**src/rtl/hazard_ctrl.sv**
```systemverilog
`default_nettype none
// +---------------------------------------------------------------------+
// | hazard_ctrl: RAW scoreboard, stall/flush sequencing and HALT drain   |
// | for the 5-stage core.                          Revision: 1.0         |
// +---------------------------------------------------------------------+
module hazard_ctrl #(
  parameter int NUM_REGS     = 32,
  parameter int DRAIN_CYCLES = 3,
  parameter int CNT_W        = 2
) (
  input  logic        clk,
  input  logic        reset,
  input  logic        id_valid,
  input  logic [31:0] id_inst,
  input  logic        wb_w,
  input  logic [4:0]  wb_addr,
  input  logic        ex_branch_taken,
  output logic        stall_if,
  output logic        stall_id,
  output logic        bubble_ex,
  output logic        flush_if_id,
  output logic        issue,
  output logic        halted,
  output logic [31:0] stall_cycles
);

  localparam logic [1:0] ST_RUN    = 2'd0;
  localparam logic [1:0] ST_DRAIN  = 2'd1;
  localparam logic [1:0] ST_HALTED = 2'd2;

  localparam int DRAIN_W = (DRAIN_CYCLES < 1) ? 1 : $clog2(DRAIN_CYCLES + 1);
  localparam logic [DRAIN_W-1:0] DRAIN_LOAD = DRAIN_W'(DRAIN_CYCLES);
  localparam logic [CNT_W-1:0]   CNT_MAX    = '1;

  localparam logic [5:0] OP_IALU_LAST = 6'h0B;
  localparam logic [5:0] OP_LDW       = 6'h0C;
  localparam logic [5:0] OP_STW       = 6'h0D;
  localparam logic [5:0] OP_BZ        = 6'h0E;
  localparam logic [5:0] OP_BEQ       = 6'h0F;
  localparam logic [5:0] OP_JR        = 6'h10;
  localparam logic [5:0] OP_HALT      = 6'h11;

  logic [1:0]                     state_q, state_d;
  logic [DRAIN_W-1:0]             drain_q, drain_d;
  logic [NUM_REGS-1:0][CNT_W-1:0] cnt_q, cnt_d;
  logic [31:0]                    stall_cycles_q, stall_cycles_d;

  logic [5:0] opcode;
  logic [4:0] rs, rt, rd, dest;
  logic       use_rs, use_rt, is_halt;

  assign opcode = id_inst[31:26];
  assign rs     = id_inst[25:21];
  assign rt     = id_inst[20:16];
  assign rd     = id_inst[15:11];

  // Even opcodes up to 0x0A are R-type, odd ones up to 0x0B are I-ALU.
  always_comb begin
    use_rs  = 1'b0;
    use_rt  = 1'b0;
    is_halt = 1'b0;
    dest    = '0;
    if (opcode <= OP_IALU_LAST) begin
      use_rs = 1'b1;
      if (!opcode[0]) begin
        use_rt = 1'b1;
        dest   = rd;
      end else begin
        dest = rt;
      end
    end else begin
      case (opcode)
        OP_LDW: begin
          use_rs = 1'b1;
          dest   = rt;
        end
        OP_STW, OP_BEQ: begin
          use_rs = 1'b1;
          use_rt = 1'b1;
        end
        OP_BZ, OP_JR: use_rs = 1'b1;
        OP_HALT:      is_halt = 1'b1;
        default:      ;
      endcase
    end
  end

  logic [NUM_REGS-1:0] pend;
  logic                any_pend;
  logic                hazard;

  generate
    for (genvar r = 0; r < NUM_REGS; r++) begin : g_pend
      assign pend[r] = |cnt_q[r];
    end
  endgenerate

  assign any_pend = |pend;
  // A saturated dest counter also stalls so the counter can never wrap.
  assign hazard = (use_rs && (rs != 5'd0) && pend[rs]) ||
                  (use_rt && (rt != 5'd0) && pend[rt]) ||
                  ((dest != 5'd0) && (cnt_q[dest] == CNT_MAX));

  always_ff @(posedge clk or negedge reset) begin
    if (!reset) begin
      state_q <= ST_RUN;
    end else begin
      state_q <= state_d;
    end
  end

  always_comb begin
    state_d = state_q;
    case (state_q)
      ST_RUN:   if (issue && is_halt) state_d = ST_DRAIN;
      ST_DRAIN: if (!any_pend && (drain_q <= DRAIN_W'(1))) state_d = ST_HALTED;
      default:  state_d = ST_HALTED;
    endcase
  end

  always_comb begin
    stall_if    = 1'b0;
    stall_id    = 1'b0;
    bubble_ex   = 1'b0;
    flush_if_id = 1'b0;
    issue       = 1'b0;
    case (state_q)
      ST_RUN: begin
        if (ex_branch_taken) begin
          flush_if_id = 1'b1;
          bubble_ex   = 1'b1;
        end else if (id_valid) begin
          if (hazard) begin
            stall_if  = 1'b1;
            stall_id  = 1'b1;
            bubble_ex = 1'b1;
          end else begin
            issue = 1'b1;
          end
        end
      end
      ST_DRAIN: begin
        stall_if    = 1'b1;
        stall_id    = 1'b1;
        bubble_ex   = 1'b1;
        flush_if_id = ex_branch_taken;
      end
      default: begin
        stall_if  = 1'b1;
        stall_id  = 1'b1;
        bubble_ex = 1'b1;
      end
    endcase
  end

  assign halted = (state_q == ST_HALTED);

  // Drain counter restarts whenever a write is still outstanding.
  always_comb begin
    drain_d = drain_q;
    if ((state_q == ST_RUN) && issue && is_halt) begin
      drain_d = DRAIN_LOAD;
    end else if (state_q == ST_DRAIN) begin
      if (any_pend) begin
        drain_d = DRAIN_LOAD;
      end else if (drain_q != '0) begin
        drain_d = drain_q - DRAIN_W'(1);
      end
    end
  end

  always_comb begin
    cnt_d = cnt_q;
    for (int r = 1; r < NUM_REGS; r++) begin
      if ((issue && (dest == 5'(r))) && !(wb_w && (wb_addr == 5'(r)))) begin
        cnt_d[r] = cnt_q[r] + CNT_W'(1);
      end else if ((wb_w && (wb_addr == 5'(r))) && !(issue && (dest == 5'(r))) &&
                   (cnt_q[r] != '0)) begin
        cnt_d[r] = cnt_q[r] - CNT_W'(1);
      end
    end
    cnt_d[0] = '0;
  end

  always_comb begin
    stall_cycles_d = stall_cycles_q;
    if (stall_id && (stall_cycles_q != 32'hFFFF_FFFF)) begin
      stall_cycles_d = stall_cycles_q + 32'd1;
    end
  end

  always_ff @(posedge clk or negedge reset) begin
    if (!reset) begin
      drain_q        <= '0;
      cnt_q          <= '0;
      stall_cycles_q <= '0;
    end else begin
      drain_q        <= drain_d;
      cnt_q          <= cnt_d;
      stall_cycles_q <= stall_cycles_d;
    end
  end

  assign stall_cycles = stall_cycles_q;

endmodule
`default_nettype wire

```
**config.mk**
```make
export PLATFORM = sky130hd
export DESIGN_NAME = hazard_ctrl
export DESIGN_NICKNAME = d
export VERILOG_FILES = /design/src/rtl/hazard_ctrl.sv
export SDC_FILE = /design/constraint.sdc
export NUM_CORES = 1
export LEC_CHECK = 0
export ABC_CLOCK_PERIOD_IN_PS = 3170
export CELL_PAD_IN_SITES_DETAIL_PLACEMENT = 1
export CELL_PAD_IN_SITES_GLOBAL_PLACEMENT = 2
export CORE_AREA = 5 5 111 217
export CTS_BUF_LIST = sky130_fd_sc_hd__clkbuf_2 sky130_fd_sc_hd__clkbuf_4 sky130_fd_sc_hd__clkbuf_8
export CTS_CLUSTER_DIAMETER = 40
export DETAILED_ROUTE_END_ITERATION = 16
export DIE_AREA = 0 0 116 222
export GPL_TIMING_DRIVEN = 0
export HOLD_SLACK_MARGIN = 0.1
export MAX_ROUTING_LAYER = met4
export PLACE_DENSITY = 0.8
export SYNTH_ARGS = -nofsm -noshare
export SYNTH_HDL_FRONTEND = slang
export SYNTH_SLANG_ARGS = --single-unit
```
**constraint.sdc**
```tcl
create_clock -name clk -period 3.17 [get_ports clk]
set_input_delay 0.4755 -clock clk [delete_from_list [all_inputs] [get_ports clk]]
set_output_delay 0.4755 -clock clk [all_outputs]
set_load 0.005 [all_outputs]
```
# After elaboration in Yosys (flattened, before gate mapping)

Index checks and enable logic that the tools add are counted.
Widths: inputs -> output; s select.

Bits in registers: 98
Bits in latches: 0
RAM bits: 0
ROM bits: 0
Input port bits: 42
Output and inout port bits: 38
Logic and storage cells: 609
Memories kept: 0

Add/subtract/negate cells: 64
Multiply operators: 0
Div/mod/pow operators: 0
Magnitude comparators: 5
Equal/unequal tests: 74
Shifts and indexed selects: 0
Mux-type cells: 97
Bitwise logic cells: 0
Reduce and logical (&&, ||, !) cells: 335

Operator list:

| operator              | number |
|---|---|
| $logic_and 1x1->1     | 165 |
| $eq 5x5->1 const B    | 32 |
| $mux 2                | 69 |
| $reduce_bool 2->1     | 64 |
| $eq 5x4->1 const B    | 16 |
| $reduce_or 2->1       | 32 |
| $sub 2x1->2 const B   | 32 |
| $logic_not 1->1       | 63 |
| $add 2x1->2 const B   | 31 |
| $reduce_or 62->1      | 1 |
| $eq 5x3->1 const B    | 8 |
| $add 32x1->32 const B | 1 |
| $ne 32x32->1 const B  | 1 |
| $eq 6x4->1 const B    | 4 |
| $eq 5x2->1 const B    | 4 |
| $mux 1                | 20 |
| $lt 5x6->1 const B    | 3 |
| $mux 5                | 3 |
| $reduce_bool 5->1     | 3 |
| $eq 6x5->1 const B    | 2 |
| $bmux 1 s5            | 2 |
| $bmux 2 s5            | 1 |
| $eq 5x1->1 const B    | 2 |
| $le 6x4->1 const B    | 1 |
| 11 further kinds      | 15 |

# Longest topological paths before layout

Gate-level depths: netlist of run 1.

Word-level depth: 18
Mapped depth: 13
Gate-level depth less buffers: 9

# Worst setup path before layout of run 1

No wires, ideal clock.

Path kind: input-to-output
Start: input id_inst[31]
End: output stall_if
Arrival: 2.833 ns
Data required time: 2.694 ns
Setup slack: -0.139 ns
Stages on the path: 12
Path buffers: 5
Cells stage by stage: buf_2 a211oi_4 a32o_1 buf_4 mux2i_1 o32ai_1 a2111oi_0 a311oi_1 buf_2 buf_2 a21oi_1 buf_4

Longest elaborated chain between the ends: 12
Elaborated cells between the ends (all ways): 29
Classes of those cells: order compare: 1; eq/ne: 6; mux: 12; reduce/logical: 10

RTL lines:

| what                                               | line | RTL |
|---|---|---|
| from (decl)                                        | 14   | `input logic [31:0] id_inst,` |
| branches (longest 7 deep; another with $le 6x4->1) | -    |  |
| $logic_or 1x1->1 (*)                               | 101  | `(use_rt && (rt != 5'd0) && pend[rt]) \|\|` |
| $mux 1 (*) (4 in a row)                            | -    |  |
| to (decl)                                          | 18   | `output logic stall_if,` |

Mark *: on every way between the ends. The select of a mux whose other input is x is not followed.

# Final worst setup path of run 1

Start: input id_inst[12]
End: output stall_if

Longest elaborated chain between the ends: 11
Elaborated cells between the ends (all ways): 12
Classes of those cells: eq/ne: 1; mux: 8; reduce/logical: 3

RTL lines:

| what                         | line | RTL |
|---|---|---|
| $mux 5 (*)                   | 65   | `if (!opcode[0]) begin` |
| $mux 5 (*)                   | 63   | `if (opcode <= OP_IALU_LAST) begin` |
| $bmux 2 s5                   | 102  | `((dest != 5'd0) && (cnt_q[dest] == CNT_MAX));` |
| $mux 2 (not written as such) | 102  |  |
| $eq 2x2->1                   | 102  |  |
| $logic_and 1x1->1 (*)        | 102  |  |
| $logic_or 1x1->1 (*)         | 101  |  |
| $mux 1 (*)                   | 133  | `if (hazard) begin` |
| $mux 1 (*)                   | 132  | `end else if (id_valid) begin` |
| $mux 1 (*)                   | 129  | `if (ex_branch_taken) begin` |
| $mux 1 (*)                   | 127  | `case (state_q)` |

Mark *: on every way between the ends. The rest lies on a longest branch, timed or not. The select of a mux whose other input is x is not followed.

==> results of run 1 <==
## stage by stage
step	worst slack, ns	area, sq um	total power, W
finish	-0.3578	9823	0.003233
global route	-0.4319	9823	0.003406
global placement	-2.637	8170	0.002128
CTS	-0.3314	9154	0.003189
detailed placement	-1.761	8195	0.002141
floorplan	0.006305	7184	0.001810
## worst max-delay path: stages
cell and delay (ns):
dlygate4sd2_1 0.23, mux2_4 0.29, a22o_4 0.29, buf_12 0.15, mux2i_2 0.22, mux2i_4 0.11
a2111oi_4 0.37, a311oi_2 0.17, buf_4 0.18, buf_12 0.12, buf_12 0.11, a21oi_4 0.13
buf_6 0.11, buf_6 0.08
## cell usage in the layout, fill, tap and decap left out, drive strengths merged, types with 30 or more instances in the layout
cell / Yosys / routed
buf: 23 / 115
nand4: 31 / 31
nor2: 107 / 107
xnor2: 45 / 45
nand2: 81 / 81
nand3: 53 / 53
clkdlybuf4s50: 0 / 47
o21ai: 37 / 37
a21oi: 30 / 30
dfrtp: 98 / 98
## power by group through the flow
| stage | clock network (W) | logic, W | registers [W] |
|---|---|---|---|
| 2_1_floorplan | 0 | 0.000370 | 0.00144 |
| 3_3_place_gp | 0 | 0.000664 | 0.00146 |
| 3_5_place_dp | 0 | 0.000676 | 0.00146 |
| 4_1_cts | 0.000949 | 0.000809 | 0.00143 |
| 5_1_grt | 0.000987 | 0.000966 | 0.00145 |
| 6_report | 0.000907 | 0.000893 | 0.00143 |
## cells by family (layout without fill, tap and decap cells)
family	after synthesis	in the layout	share of synthesized area
adders and majority gates	3	3	0.005245
and+or+nand+nor	396	396	0.2855
buffers and inverters	49	211	0.03304
DFF	98	98	0.3427
muxes	33	33	0.06958
AOI/OAI and AO/OA	196	196	0.2077
xor gates and xnor gates	46	46	0.05629
## how the worst max path moves through the flow
stage | from | end | cells after the start
CTS | id_inst[27] | stall_if | 14
global placement | reset | drain_q[0] | 1
global route | cnt_q[10] | stall_if | 12
floorplan | id_inst[30] | stall_if | 12
finish | id_inst[12] | stall_if | 14
detailed placement | id_inst[22] | stall_if | 12
## state kept, by name, summed over array words and instances, names as in the netlist
name / cells
cnt_q: 62
stall_cycles: 32
drain_q: 2
state_q: 2
## layer usage
layer	global-route usage	wire length, um	part of all wire
met2	0.4186	16090	0.54
met5	-	0	0
met4	0.1783	2729	0.092
met3	0.02486	863	0.029
met1	0.2252	10120	0.34
## final cells by class
| cell class | instances | area [sq um] |
|---|---|---|
| Timing Repair Buffer | 148 | 1368 |
| Tap cell | 276 | 345.3 |
| Buffer | 32 | 325.3 |
| Clock inverter | 5 | 61.31 |
| Inverter | 15 | 56.30 |
| Fill cell | 2549 | 12340 |
| Clock buffer | 11 | 145.1 |
| Sequential cell | 98 | 2457 |
| Multi-Input combinational cell | 674 | 5065 |
## cell usage after synthesis (all sizes together) (7+ instances only)
| cell type | instances | share of area |
|---|---|---|
| a31oi | 14 | 0.012 |
| a21o | 7 | 0.0073 |
| nand2b | 11 | 0.0096 |
| mux4 | 12 | 0.038 |
| mux2i | 13 | 0.018 |
| o22a | 13 | 0.016 |
| nand2 | 81 | 0.043 |
| nor2b | 18 | 0.016 |
| a22oi | 11 | 0.012 |
| nand3 | 53 | 0.037 |
| xnor2 | 45 | 0.055 |
| a21oi | 30 | 0.023 |
| nor3 | 16 | 0.013 |
| nand4 | 31 | 0.027 |
| a41oi | 8 | 0.0098 |
| inv | 15 | 0.0079 |
| o21ai | 37 | 0.026 |
| o21a | 11 | 0.012 |
| and3 | 26 | 0.023 |
| a211oi | 13 | 0.017 |
| clkbuf | 11 | 0.0058 |
| and4 | 15 | 0.018 |
| dfrtp | 98 | 0.34 |
| mux2 | 8 | 0.014 |
| nor2 | 107 | 0.056 |
| buf | 23 | 0.019 |
| and2 | 9 | 0.0079 |
## timing repair
item                                    in CTS  in global routing
endpoints found under the setup margin     101                 71
buffers inserted                            53                 30
resized for setup                          136                100
gates cloned                                 0                  1
pin swaps                                   24                 37
==> impl_metrics.ini, run 1 <==
[global_route]
track_usage = 0.2355
grt_max_degree = 54
antenna_found_initial = 0
grt_pass1_wl_um = 44510
grt_overflow = 0
grt_pass1_vias = 7917

[setup_path]
reg2reg_to = cnt_q[21]
r2r_start = cnt_q[18]
r2r_slack_ns = -0.09
startpoint_type = input pin
r2r_cells = 15
crit_type = input pin to output pin
cp_max_fo = 8
end_kind = output pin
cp.required_ns = 2.69
crit_arrival_ns = 3.05

[logic_synthesis]
syn_area_per_cell_sq_um = 8.717
ys_ff_latch = 98
ys.flop_type = dfrtp_1
yosys_warnings = 0
syn-num-nets = 866
yosysUniqueCellTypes = 83
ys_seq_area_frac = 0.3427
syn_inst = 821
syn_area_sq_um = 7157
synth_edf_count = 0
synthArstFlopShare = 1.000

[routing]
via_per_inst = 5.940
via_count = 7479
first_pass_iters = 4
wl_per_cell_um = 23.67
ant_nets = 0
routed_wl_um = 29810
drt_iter0_drc = 283
drc_errors = 0

[outcome]
failed_checks = negative setup slack
outcome = finished, violations left

[power]
switchingPower_w = 0.001075
combinationalPowerShare = 0.276
p_leak_nw = 4.138
clockPowerShare = 0.280
ir_drop_uv = 204.4
swShare = 0.3326
sequentialPowerShare = 0.443
p_per_area_nw_per_um2 = 329.1
internal-power_w = 0.002158

[floorplan]
dieWidth_um = 116
core_area_sq_um = 22160
dieArea_sq_um = 25750
rows = 77
num_io_pins = 80
start_util = 0.3230
die_h_um = 222

[timing]
grt_setup_unrepaired = yes
final_hold_viol_count = 0
post-route-period-util = 1.113
finalSetupTns_ns = -3.584
post-route-min-period_ns = 3.528
hold_slack_ns = 0.1220
setup_violations = 28
max-slew-margin-rel = 0.3219
fin_ws_ns = -0.3578
fmax_ghz = 0.2835
tightest_slew_ns = 1.008
maxSlewViolCount = 0
finClkSkew_ns = 0.02160

[final_layout]
diodes = 0
drive_gt1_frac = 0.2737
fin_util = 0.4433
syn2layout_area_growth_pct = 37.26
final_cells = 1259
layout.nets = 1023

[clocking]
cts_inserted_buffers = 9
cts_max_path_buffers = 2
clkTransAtPathRegs_ns = 0.12
cts_max_level = 3
hold_buffers = 0
cts_tree = built
root_buffer = clkbuf_8
cts_sinks = 98
worstSkewPairLatency_ns = 0.41

[hold_path]
holdCritPathClass = input pin to asynchronous set/reset pin

[place]
portBuffers = 64
gp_congestion = 0.8960
dp_hpwl_um = 21740
dp_cells = 1162

[run]
drv_cap = 0
No activity file was read; power rests on OpenSTA's default activity.
==> run 2: changes to the inputs <==
--- a/config.mk
+++ b/config.mk
@@ -8,15 +8,15 @@
 export ABC_CLOCK_PERIOD_IN_PS = 3170
 export CELL_PAD_IN_SITES_DETAIL_PLACEMENT = 1
 export CELL_PAD_IN_SITES_GLOBAL_PLACEMENT = 2
-export CORE_AREA = 5 5 111 217
+export CORE_AREA = 5 5 118 203
 export CTS_BUF_LIST = sky130_fd_sc_hd__clkbuf_2 sky130_fd_sc_hd__clkbuf_4 sky130_fd_sc_hd__clkbuf_8
 export CTS_CLUSTER_DIAMETER = 40
 export DETAILED_ROUTE_END_ITERATION = 16
-export DIE_AREA = 0 0 116 222
+export DIE_AREA = 0 0 123 208
 export GPL_TIMING_DRIVEN = 0
 export HOLD_SLACK_MARGIN = 0.1
 export MAX_ROUTING_LAYER = met4
-export PLACE_DENSITY = 0.8
+export PLACE_DENSITY = 0.81
 export SYNTH_ARGS = -nofsm -noshare
 export SYNTH_HDL_FRONTEND = slang
 export SYNTH_SLANG_ARGS = --single-unit
==> impl_metrics.ini, run 2 (synthesis gave the netlist of run 1 again) <==
[place]
dp_hpwl_um = 21090
gp_congestion = 0.9476
pre_cts_ws_ns = -1.753
portBuffers = 64
postPlaceCellArea_sq_um = 8213

[clocking]
root_buffer = clkbuf_8
cts_tree = built
worstSkewPairLatency_ns = 0.42
hold_buffers = 0
cts_max_path_buffers = 2
cts_max_level = 3
cts_inserted_buffers = 9
cts_sinks = 98
clkTransAtPathRegs_ns = 0.09

[routing]
via_per_inst = 5.754
drt_iter0_drc = 390
routed_wl_um = 29250
via_count = 7360
wl_per_cell_um = 22.87
first_pass_iters = 4
drc_errors = 0
ant_nets = 0

[final_layout]
diodes = 0
syn2layout_area_growth_pct = 36.63
largest_register_ffs = 62
final_cell_mix = nor2_1, dfrtp_1, nand2_1
final_common_cell = nor2_1
fin_util = 0.4430
drive_gt1_frac = 0.2635
largest-register = cnt_q
final_area_sq_um = 9778
layout.nets = 1023

[setup_path]
max_stage_delay_ns = 0.54
cp.required_ns = 2.69
r2r_cells = 14
crit_top_cell = buf_6
reg2reg_to = stall_cycles[25]
cp_cell_sequence = buf_12 > or4_4 > nor3_4 > o21ai_2 > o32ai_4 > a2111oi_4 > a311oi_2 > buf_6 > buf_6 > nand2_4 > a211o_1 > buf_2
crit_type = input pin to output pin
end_kind = output pin
startpoint_type = input pin
r2r_start = cnt_q[11]
cp_max_fo = 8
crit_arrival_ns = 2.97
crit_buf_inv = 4
cp_top_family = compound AO/OA/AOI/OAI gates
r2r_slack_ns = 0.01
crit_path_top_delay_cell = or4_4

[global_route]
track_usage = 0.2337
grt_pass1_vias = 7837
grt_max_degree = 60
grt_pass1_wl_um = 44390
antenna_found_initial = 0
grt_overflow = 0

[outcome]
outcome = finished, violations left
failed_checks = negative setup slack

[timing]
post-route-period-util = 1.085
tightest_slew_ns = 0.9311
maxSlewViolCount = 0
max-slew-margin-rel = 0.3745
final_hold_viol_count = 0
finClkSkew_ns = 0.01814
post-route-min-period_ns = 3.441
fin_ws_ns = -0.2707
grt_setup_unrepaired = yes
fmax_ghz = 0.2906
setup_violations = 19

[run]
drv_cap = 0

[hold_path]
holdCritPathClass = input pin to asynchronous set/reset pin

[floorplan]
dieArea_sq_um = 25580
die_h_um = 208
rows = 72
num_io_pins = 80
start_util = 0.3243
dieWidth_um = 123
core_area_sq_um = 22070

[power]
p_leak_nw = 4.127
p_per_area_nw_per_um2 = 353.4
total_power_w = 0.003456
ir_drop_uv = 291.7
[run 2: worst register-to-register path, cell delays in order (launching register included)]
cell      delay [ns]
dfrtp_1         0.43
nor2_1          0.09
mux4_2          0.49
a221oi_4        0.27
nor3b_2         0.10
nor4_4          0.36
a311oi_2        0.09
buf_4           0.16
buf_4           0.12
buf_4           0.18
a21oi_4         0.18
buf_12          0.14
buf_2           0.18
nand3_1         0.11
xnor2_1         0.15
[run 2: power by group]
group	internal, W	total [W]	switching [W]
registers	0.00133	0.00144	0.000108
clock network	0.000630	0.00114	0.000511
logic	0.000414	0.000875	0.000461
[run 2: per-layer routing]
metal / routed length [um] / GRT usage / vias up
met5: 0 / - / -
met4: 2186 / 0.1560 / 0
met3: 1017 / 0.03179 / 88
met2: 15330 / 0.4028 / 228
met1: 10720 / 0.2424 / 3677
li1: - / - / 3367
[run 2: what timing repair did]
action                                  in CTS  in global routing
resized for setup                          127                 74
setup buffers                               51                 31
endpoints found under the setup margin     101                 75
cloned                                       0                  3
pin swaps                                   28                 36
hold endpoints to repair                     0                  0
[run 2: cell type report]
class                           instances  area [sq um]
Fill cell                            2540         12290
Clock buffer                           10         137.6
Timing Repair Buffer                  149          1346
Buffer                                 31         306.5
Clock inverter                          6         136.4
Inverter                               15         56.30
Tap cell                              296         370.4
Sequential cell                        98          2460
Multi-Input combinational cell        674          4965
[run 2: through the flow]
stage	setup TNS, ns	hold slack [ns]	std cells
global route	-5.122	0.2228	1279
finish	-1.130	0.1583	1279
global placement	-368.36	0.4817	1181
floorplan	0	0.1799	821
CTS	-0.8881	0.1659	1247
detailed placement	-114.77	0.4819	1182
[run 2: how the worst max path moves through the flow]
stage	end	start	cells after the start
6_report	bubble_ex	id_inst[31]	12
5_1_grt	bubble_ex	id_inst[31]	12
4_1_cts	bubble_ex	id_inst[26]	13
3_5_place_dp	stall_if	id_inst[22]	12
3_3_place_gp	cnt_q[30]	reset	1
2_1_floorplan	stall_if	id_inst[30]	12
